**config.mk**
```make
export PLATFORM = sky130hd
export DESIGN_NAME = mips_mul_div_unit
export DESIGN_NICKNAME = d
export VERILOG_FILES = /design/src/rtl/mips_mdu_pkg.sv /design/src/rtl/mips_mdu_step.sv /design/src/rtl/mips_mul_div_unit.sv
export SDC_FILE = /design/constraint.sdc
export NUM_CORES = 1
export LEC_CHECK = 0
export CORE_MARGIN = 4
export CORE_UTILIZATION = 27
export DETAILED_ROUTE_END_ITERATION = 10
export SETUP_SLACK_MARGIN = 0.15
export SLEW_MARGIN = 20
export SYNTH_ARGS = -nofsm -noshare
export SYNTH_HDL_FRONTEND = slang
export SYNTH_SLANG_ARGS = --single-unit
```
**constraint.sdc**
```tcl
create_clock -name clk -period 5.8 [get_ports clk]
set_clock_uncertainty 0.05 [all_clocks]
set_input_delay 0.87 -clock clk [delete_from_list [all_inputs] [get_ports clk]]
set_output_delay 0.87 -clock clk [all_outputs]
set_load 0.02 [all_outputs]
```
**src/rtl/mips_mdu_pkg.sv**
```systemverilog
// Shared encodings for the MIPS multiply/divide unit.
package mips_mdu_pkg;
  localparam int MDU_DATA_W = 32;

  typedef enum logic [1:0] {
    MDU_MULT  = 2'b00,
    MDU_MULTU = 2'b01,
    MDU_DIV   = 2'b10,
    MDU_DIVU  = 2'b11
  } mdu_op_e;

  typedef enum logic [1:0] {
    IDLE = 2'b00,
    CALC = 2'b01,
    FIX  = 2'b10
  } mdu_state_e;
endpackage

```
**src/rtl/mips_mdu_step.sv**
```systemverilog
// One radix-2 iteration: shift-add multiply or restoring shift-subtract divide.
module mips_mdu_step #(
  parameter int DATA_W = 32
) (
  input  logic              is_div,
  input  logic [DATA_W-1:0] acc,
  input  logic [DATA_W-1:0] sreg,
  input  logic [DATA_W-1:0] operand,
  output logic [DATA_W-1:0] acc_next,
  output logic [DATA_W-1:0] sreg_next
);
  logic [DATA_W:0] sum;
  logic [DATA_W:0] trial;

  always_comb begin
    sum   = {1'b0, acc} + (sreg[0] ? {1'b0, operand} : '0);
    trial = {acc, sreg[DATA_W-1]};
    if (is_div) begin
      // remainder < divisor keeps the difference inside DATA_W bits
      if (trial >= {1'b0, operand}) begin
        acc_next  = trial[DATA_W-1:0] - operand;
        sreg_next = {sreg[DATA_W-2:0], 1'b1};
      end else begin
        acc_next  = trial[DATA_W-1:0];
        sreg_next = {sreg[DATA_W-2:0], 1'b0};
      end
    end else begin
      acc_next  = sum[DATA_W:1];
      sreg_next = {sum[0], sreg[DATA_W-1:1]};
    end
  end
endmodule

```
**src/rtl/mips_mul_div_unit.sv**
```systemverilog
// Iterative MULT/MULTU/DIV/DIVU unit owning the architectural HI/LO registers.
module mips_mul_div_unit
  import mips_mdu_pkg::*;
#(
  parameter int DATA_W = MDU_DATA_W
) (
  input  logic              clk,
  input  logic              rst_n,
  input  logic              start,
  input  logic [1:0]        op,
  input  logic [DATA_W-1:0] rs_data,
  input  logic [DATA_W-1:0] rt_data,
  input  logic              mthi,
  input  logic              mtlo,
  input  logic [DATA_W-1:0] wr_data,
  output logic              busy,
  output logic              done,
  output logic [DATA_W-1:0] hi,
  output logic [DATA_W-1:0] lo
);
  localparam int CNT_W = $clog2(DATA_W) + 1;

  mdu_state_e        state_reg;
  mdu_op_e           op_reg;
  logic [CNT_W-1:0]  cnt_reg;
  logic [DATA_W-1:0] acc_reg, sreg_reg, opnd_reg, rs_raw_reg;
  logic              neg_q_reg, neg_r_reg, div_zero_reg;

  logic [DATA_W-1:0]   acc_next, sreg_next;
  logic [DATA_W-1:0]   abs_rs, abs_rt, q_fix, r_fix;
  logic [2*DATA_W-1:0] prod_fix;
  logic                is_signed, start_div;

  always_comb begin
    is_signed = ~op[0];
    start_div = op[1];
    abs_rs    = (is_signed && rs_data[DATA_W-1]) ? -rs_data : rs_data;
    abs_rt    = (is_signed && rt_data[DATA_W-1]) ? -rt_data : rt_data;
    prod_fix  = neg_q_reg ? -{acc_reg, sreg_reg} : {acc_reg, sreg_reg};
    q_fix     = neg_q_reg ? -sreg_reg : sreg_reg;
    r_fix     = neg_r_reg ? -acc_reg : acc_reg;
  end

  mips_mdu_step #(.DATA_W(DATA_W)) u_step (
    .is_div    (op_reg[1]),
    .acc       (acc_reg),
    .sreg      (sreg_reg),
    .operand   (opnd_reg),
    .acc_next  (acc_next),
    .sreg_next (sreg_next)
  );

  always_ff @(posedge clk or negedge rst_n) begin
    if (!rst_n) begin
      state_reg    <= IDLE;
      op_reg       <= MDU_MULT;
      cnt_reg      <= '0;
      acc_reg      <= '0;
      sreg_reg     <= '0;
      opnd_reg     <= '0;
      rs_raw_reg   <= '0;
      neg_q_reg    <= 1'b0;
      neg_r_reg    <= 1'b0;
      div_zero_reg <= 1'b0;
      busy         <= 1'b0;
      done         <= 1'b0;
      hi           <= '0;
      lo           <= '0;
    end else begin
      done <= 1'b0;
      case (state_reg)
        IDLE: begin
          if (start) begin
            // multiply keeps the multiplier in sreg; divide shifts the dividend out of it
            op_reg       <= mdu_op_e'(op);
            acc_reg      <= '0;
            sreg_reg     <= start_div ? abs_rs : abs_rt;
            opnd_reg     <= start_div ? abs_rt : abs_rs;
            rs_raw_reg   <= rs_data;
            neg_q_reg    <= is_signed && (rs_data[DATA_W-1] ^ rt_data[DATA_W-1]);
            neg_r_reg    <= is_signed && rs_data[DATA_W-1];
            div_zero_reg <= (rt_data == '0);
            cnt_reg      <= '0;
            busy         <= 1'b1;
            state_reg    <= CALC;
          end else begin
            if (mthi) hi <= wr_data;
            if (mtlo) lo <= wr_data;
          end
        end
        CALC: begin
          acc_reg  <= acc_next;
          sreg_reg <= sreg_next;
          cnt_reg  <= cnt_reg + 1'b1;
          if (cnt_reg == CNT_W'(DATA_W - 1)) state_reg <= FIX;
        end
        FIX: begin
          if (op_reg[1]) begin
            if (div_zero_reg) begin
              lo <= '1;
              hi <= rs_raw_reg;
            end else begin
              lo <= q_fix;
              hi <= r_fix;
            end
          end else begin
            {hi, lo} <= prod_fix;
          end
          done      <= 1'b1;
          busy      <= 1'b0;
          state_reg <= IDLE;
        end
        default: state_reg <= IDLE;
      endcase
    end
  end
endmodule

```
==> results.md <==
| Result | Reported | Unit |
|:---|:---|:---|
| Cts repair resizes | 0 | - |
| Largest fanout on the critical path | 18 | - |
| Maximum number of pins on one net before global-route repair | 114 | - |
| Number of enable-type register cells in the synthesized netlist | 0 | - |
| Clock latency on the worst-skew pair | 570 | ps |
| Placement-stage cell area | 19,400 | um2 |
| Smallest setup slack after layout | 1370 | ps |
| RSZ-0062 raised after global routing | no | - |
| Final ANT Viol Nets | 0 | - |
| Placer Congestion | 0.988 | - |
| Io pins | 169 | - |
| Fin Setup TNS | 0 | ps |
| CP Launch Type | register | - |
| DR vias/cell | 5.63 | - |
| Number of buffers inserted by post-CTS setup repair | 0 | - |
| Share of layout cells above drive strength 1 | 0.0429 | - |
| Antenna violations before repair | 5 | - |
| Synthesis Warnings | 0 | - |
| Post-Layout Cell Count | 3,148 | - |
| Floorplan die width | 259 | um |
| Synthesized area per cell | 7.63 | um2 |
| Synth cell count leaders | 325 x sky130_fd_sc_hd__nand2_1, 249 x sky130_fd_sc_hd__o21ai_0, 206 x sky130_fd_sc_hd__dfrtp_1, 201 x sky130_fd_sc_hd__nor2_1, 196 x sky130_fd_sc_hd__a21oi_1 | - |
| Global-route wire length before repair | 108,000 | um |
| Number of global-route vias before repair | 16,600 | - |
| Leading register cell type out of synthesis | sky130_fd_sc_hd__dfrtp_1 | - |
| Placeable core region | 62,100 | um2 |
| Result of the run | complete, no violations | - |
| Library cell with the highest instance count after synthesis | sky130_fd_sc_hd__nand2_1 | - |
| Net count of the mapped netlist | 2,408 | - |
| Inserted Clock Buffers | 26 | - |
| Clock Pin Slew Worst Setup and Hold Paths | 70 | ps |
| Hold_buf cts | 0 | - |
| Number of max-slew violations in the final report | 0 | - |
| Fraction of the core area covered by cells at the end of the flow | 0.326 | - |
| Power density normalized to cell area | 581 | nW/um2 |
| Number of levels in the clock H-tree | 1 | - |
| Final routed DRC violation total | 0 | - |
| Design area | 20,300 | um2 |
| DRC marker count from the first detailed-route iteration | 2,000 | - |
| DRT Wirelength | 73,000 | um |
| Async SR Flop Fraction | 1.00 | - |
| Synthesized cell area | 17,000 | um2 |
| Count of buffers from port buffering | 168 | - |
| Maximum achievable frequency | 0.226 | GHz |
| Total instance count after detailed placement | 3,103 | - |
| Total overflow reported by the global router | 0 | - |
| Ranking of synthesized cells by area | sky130_fd_sc_hd__dfrtp_1 30%, sky130_fd_sc_hd__o21ai_0 7.3%, sky130_fd_sc_hd__nand2_1 7.2%, sky130_fd_sc_hd__xnor2_1 5.8%, sky130_fd_sc_hd__a21oi_1 5.8% | - |
| Rel. slew slack | 0.226 | - |
| Pre-CTS setup slack | 1400 | ps |
| Data required time at the worst endpoint | 6210 | ps |
| Slew at the pin closest to its max-slew limit | 1150 | ps |
| Crit. End Element | register | - |
| Leakage power total | 8.12 | nW |
| Area fraction of the dominant cell type after synthesis | 0.303 | - |
| Type of the worst setup path | register to register | - |
| Number of instances in the synthesized netlist | 2,234 | - |
| Worst Hold Margin | 401 | ps |
| Max Root-Sink Buffers | 3 | - |
| DRT Pass-1 Iters | 5 | - |
| Max-cap violations | 0 | - |
| Number of setup violations in the final report | 0 | - |
| Portion of the clock cycle consumed by the worst path in the final layout | 0.763 | - |
| Classification of the worst-slack hold path | primary input to asynchronous set/reset pin | - |
| Post-synthesis cell type with the largest combined area | sky130_fd_sc_hd__dfrtp_1 | - |
| Final net count | 2,468 | - |
| Routed length per placed instance | 23.2 | um |
| Cell at the root of the clock tree | sky130_fd_sc_hd__clkbuf_16 | - |
| Sequential element share of the synthesized area | 0.303 | - |
| Synthesized flop and latch total | 206 | - |
| GRT Overall Usage | 0.208 | - |
| Die Outline Area | 67,200 | um2 |
| Clock tree from TritonCTS | built | - |
| Starting Density | 0.275 | - |
| Final min period | 4430 | ps |
| Cell Rows | 91 | - |
| Arrival time reported for the critical path endpoint | 4840 | ps |
| Overall Power | 11.8 | mW |
| Vias | 17,700 | - |
| Worst vdd rail ir drop | 0.222 | mV |
| Count of endpoints failing hold in the final timing report | 0 | - |
| Signed area change from the synthesized netlist to the final layout | 18.9 | % |
| Final HPWL from detailed placement | 56,000 | um |
| Chip height | 259 | um |
| Clock sink total | 206 | - |
| Post-synthesis cell type count | 74 | - |
## kinds of logic after synthesis
| group | count (synthesis) | synth area share |
|---|---|---|
| simple gates | 740 | 0.194 |
| mux | 64 | 0.0381 |
| flops | 206 | 0.303 |
| xor+xnor | 174 | 0.0894 |
| buf+inv | 226 | 0.0504 |
| compound gates | 753 | 0.273 |
| fa+ha+maj | 71 | 0.0530 |
## worst max-delay path: stages, from the launching register on
cell and delay [ps]:
sky130_fd_sc_hd__dfrtp_1 490, sky130_fd_sc_hd__inv_1 120, sky130_fd_sc_hd__buf_4 250, sky130_fd_sc_hd__nor2_1 80, sky130_fd_sc_hd__ha_1 340, sky130_fd_sc_hd__a21o_1 230
sky130_fd_sc_hd__or3_1 320, sky130_fd_sc_hd__o221a_2 340, sky130_fd_sc_hd__o21ai_0 470, sky130_fd_sc_hd__o21ai_0 360, sky130_fd_sc_hd__a41o_1 370, sky130_fd_sc_hd__or4_1 410
sky130_fd_sc_hd__a31o_2 250, sky130_fd_sc_hd__a32o_1 250
## metal layers
layer  track usage  vias to the layer above  part of all wire
li1              -                     8160                 -
met1         0.302                     8524              0.45
met2         0.300                      912              0.41
met3        0.0611                      116              0.11
met4        0.0585                        2             0.031
met5             0                        -           0.00018
## power by group
group	internal, mW	switching, mW
Sequential	2.01	1.05
Clock	1.05	0.685
Combinational	2.77	4.21
## cell type report
type	instances	area, um2
diodes	1	2.50
clock buffers	37	732
clock inverters	7	146
fillers	6548	41800
inverters	68	255
multi-input cells	1802	11100
flip-flops and latches	206	5160
well taps	837	1050
repair buffers	190	1860
## cells in the final DEF (no fill, tap or decap), types with 21 or more instances in the layout
cell                              count
sky130_fd_sc_hd__a211oi_1            26
sky130_fd_sc_hd__a21o_1              24
sky130_fd_sc_hd__a21oi_1            196
sky130_fd_sc_hd__buf_4               22
sky130_fd_sc_hd__clkbuf_16           26
sky130_fd_sc_hd__clkdlybuf4s50_1    166
sky130_fd_sc_hd__dfrtp_1            204
sky130_fd_sc_hd__ha_1                69
sky130_fd_sc_hd__inv_1               66
sky130_fd_sc_hd__mux2i_1             57
sky130_fd_sc_hd__nand2_1            323
sky130_fd_sc_hd__nand3_1             27
sky130_fd_sc_hd__nor2_1             199
sky130_fd_sc_hd__nor3_1              38
sky130_fd_sc_hd__nor4_1              21
sky130_fd_sc_hd__o211ai_1            29
sky130_fd_sc_hd__o21ai_0            249
sky130_fd_sc_hd__o22ai_1             36
sky130_fd_sc_hd__o31ai_1             34
sky130_fd_sc_hd__xnor2_1            113
sky130_fd_sc_hd__xor2_1              61
## worst paths after layout
check	end	cells past startpoint	from	slack (ps)
max	acc_reg[29]$_DFFE_PN0P_	13	sreg_reg[0]$_DFFE_PN0P_	1370
min	lo[17]$_DFFE_PN0P_	1	rst_n	400
max reg2reg	acc_reg[29]$_DFFE_PN0P_	13	sreg_reg[0]$_DFFE_PN0P_	1370
min reg2reg	opnd_reg[5]$_DFFE_PN0P_	2	opnd_reg[5]$_DFFE_PN0P_	430
max in group asynchronous	acc_reg[4]$_DFFE_PN0P_	2	rst_n	4130
min in group clk	opnd_reg[5]$_DFFE_PN0P_	2	opnd_reg[5]$_DFFE_PN0P_	430
No activity file was read; power rests on OpenSTA's default activity.
==> edit (same settings) <==
Set the package constant `MDU_DATA_W` to 16 (it was 32).
--- a/src/rtl/mips_mdu_pkg.sv
+++ b/src/rtl/mips_mdu_pkg.sv
@@ -1,6 +1,6 @@
 // Shared encodings for the MIPS multiply/divide unit.
 package mips_mdu_pkg;
-  localparam int MDU_DATA_W = 32;
+  localparam int MDU_DATA_W = 16;
 
   typedef enum logic [1:0] {
     MDU_MULT  = 2'b00,
Ports: changed (5 resized); port bits go from 169 to 89. The function was not compared with the original's and may differ.
==> edit against the original RTL <==
Core utilization is essentially flat. Design area shrank 50%. Clock power shrank 62%. Sequential cell count shrank 97. Global-route usage shrank 4.5 points. Power shrank 47%. Worst setup slack gained 840 ps. Wire length shrank 61%. Hold slack gained 31 ps. Synthesized area shrank 50%. Critical endpoint is now acc_reg[11]. Largest power group unchanged.
==> edit: results <==
metrics = {
    "yosys": {
        "synth-edff-count": 0,
        "ys.flop_type": "dfrtp_1",
        "ys_seq_area_share_pct": 32.0,
        "avgSynthCellArea_um2": 8.04,
        "synth_async_sr_flop_share_pct": 100,
        "synth_commonest_cells": "162 x nand2_1, 112 x o21ai_0, 109 x dfrtp_1",
        "synthTopCellsByArea": "dfrtp_1 32%, nand2_1 7.1%, o21ai_0 6.6%",
        "synth_nets": 1155,
        "yosys.cell_types.count": 73,
        "synth_warnings": 0,
    },
    "global_routing": {
        "antenna_found_initial": 0,
        "grt_max_degree": 63,
        "met1_usage_pct": 25.6,
        "grt_use_total_pct": 16.3,
        "first_global_vias": 7629,
        "use_met3_pct": 2.79,
        "grt_pass1_wl_um": 44500,
        "use_met2_pct": 23.0,
    },
    "cts": {
        "path_clk_slew_ps": 80,
        "clk_latency_ps": 360,
        "cts_setup_buffers": 0,
        "htreeDepth": 3,
        "clockBufferDepth": 2,
        "ctsRootBufferMaster": "clkbuf_16",
        "cts_resized": 0,
        "cts_made_buffers": 9,
    },
    "setup_path": {
        "critPathArrivalTime_ps": 3770,
        "slowest_stage": "inv_1",
        "ff2ff_path_depth": 11,
        "critPathTopFamily": "compound AO/OA/AOI/OAI gates",
        "crit_fanout": 16,
        "r2r_end": "acc_reg[11]",
        "rr_startpoint": "sreg_reg[0]",
        "max_stage_delay_ps": 550,
        "r2r_slack_ps": 2210,
    },
    "power_and_ir_drop": {
        "swShare_pct": 49.3,
        "vdd_ir_drop_max_mv": 0.205,
        "leakagePower_uw": 0.00409,
    },
    "layout": {
        "fillers": 3190,
        "diodes": 0,
        "drive_gt1_share_pct": 4.84,
    },
    "detailed_routing": {
        "drt-initial-drc-count": 909,
        "wl_per_cell_um": 18.9,
        "wl_um": 28600,
        "dr.pass1.iters": 5,
        "vias_per_cell": 5.39,
    },
    "timing": {
        "maxSlewHeadroom_pct": 32.7,
        "setup_viol": 0,
    },
    "min_path": {
        "holdPathStages": 2,
        "hp-start": "lo[8]",
        "hold_path_class": "flip-flop to flip-flop",
    },
    "run_status": {
        "status": "finished clean",
    },
    "placement": {
        "io_buffers": 88,
        "place_area_um2": 9760,
        "routabilityCongestion": 0.919,
        "dp_hpwl_um": 21800,
    },
}
edit: tightest hold or removal path, cell delays in order (launching register included):
cell and delay [ps]:
dfrtp_1 340, nand2_1 50, o21ai_0 60
edit: layer usage:
metal	wire length (um)	part of all wire, %	vias to the layer above
li1	-	-	3904
met5	0	0	-
met4	601	2.1	0
met2	11600	40	309
met3	2060	7.2	33
met1	14300	50	3910
edit: cells by family (layout without fill, tap and decap cells):
| family | count (synthesis) | after routing | synth area share (%) |
|---|---|---|---|
| adder cells (fa/ha/maj) | 40 | 40 | 6.05 |
| buffers and inverters | 104 | 160 | 4.66 |
| XOR/XNOR | 84 | 84 | 8.64 |
| multiplexers | 37 | 37 | 4.45 |
| AO/OA/AOI/OAI | 348 | 348 | 25.6 |
| flip-flops | 109 | 109 | 32.0 |
| AND/OR/NAND/NOR | 338 | 338 | 18.6 |
edit: how the worst max path moves through the flow:
stage | depth (start not counted) | endpoint | from | slack [ps]
floorplan | 12 | acc_reg[11] | sreg_reg[0] | 3050
global placement | 9 | sreg_reg[11] | rt_data[2] | 2210
detailed placement | 9 | sreg_reg[11] | rt_data[2] | 2200
CTS | 11 | acc_reg[11] | sreg_reg[0] | 2250
global route | 11 | acc_reg[11] | sreg_reg[0] | 2010
finish | 11 | acc_reg[11] | sreg_reg[0] | 2210
edit: final cells by class:
cell class	count	area, um2	share of cell area, %
flip-flops and latches	109	2730	27.1
well taps	396	495	4.92
clock buffers	9	225	2.24
clock inverters	7	82.6	0.820
inverters	42	158	1.57
multi-input cells	847	5390	53.6
repair buffers	102	983	9.77
edit: power by group through the flow:
| stage | sequential (uW) | clock, uW | combinational, uW |
|---|---|---|---|
| after CTS | 1640 | 673 | 3820 |
| final | 1660 | 658 | 3860 |
| after detailed placement | 1660 | 0 | 3810 |
| after floorplan | 1520 | 0 | 2760 |
| after global placement | 1650 | 0 | 3760 |
| after global routing | 1710 | 704 | 4280 |
edit: stage by stage:
step | hold slack, ps | worst slack [ps] | utilization (%)
after floorplan | 387 | 3050 | -
after global placement | 410 | 2210 | 31.7
after detailed placement | 417 | 2200 | 31.7
after CTS | 435 | 2250 | 32.7
after global routing | 464 | 2010 | 32.7
final | 431 | 2210 | 32.7
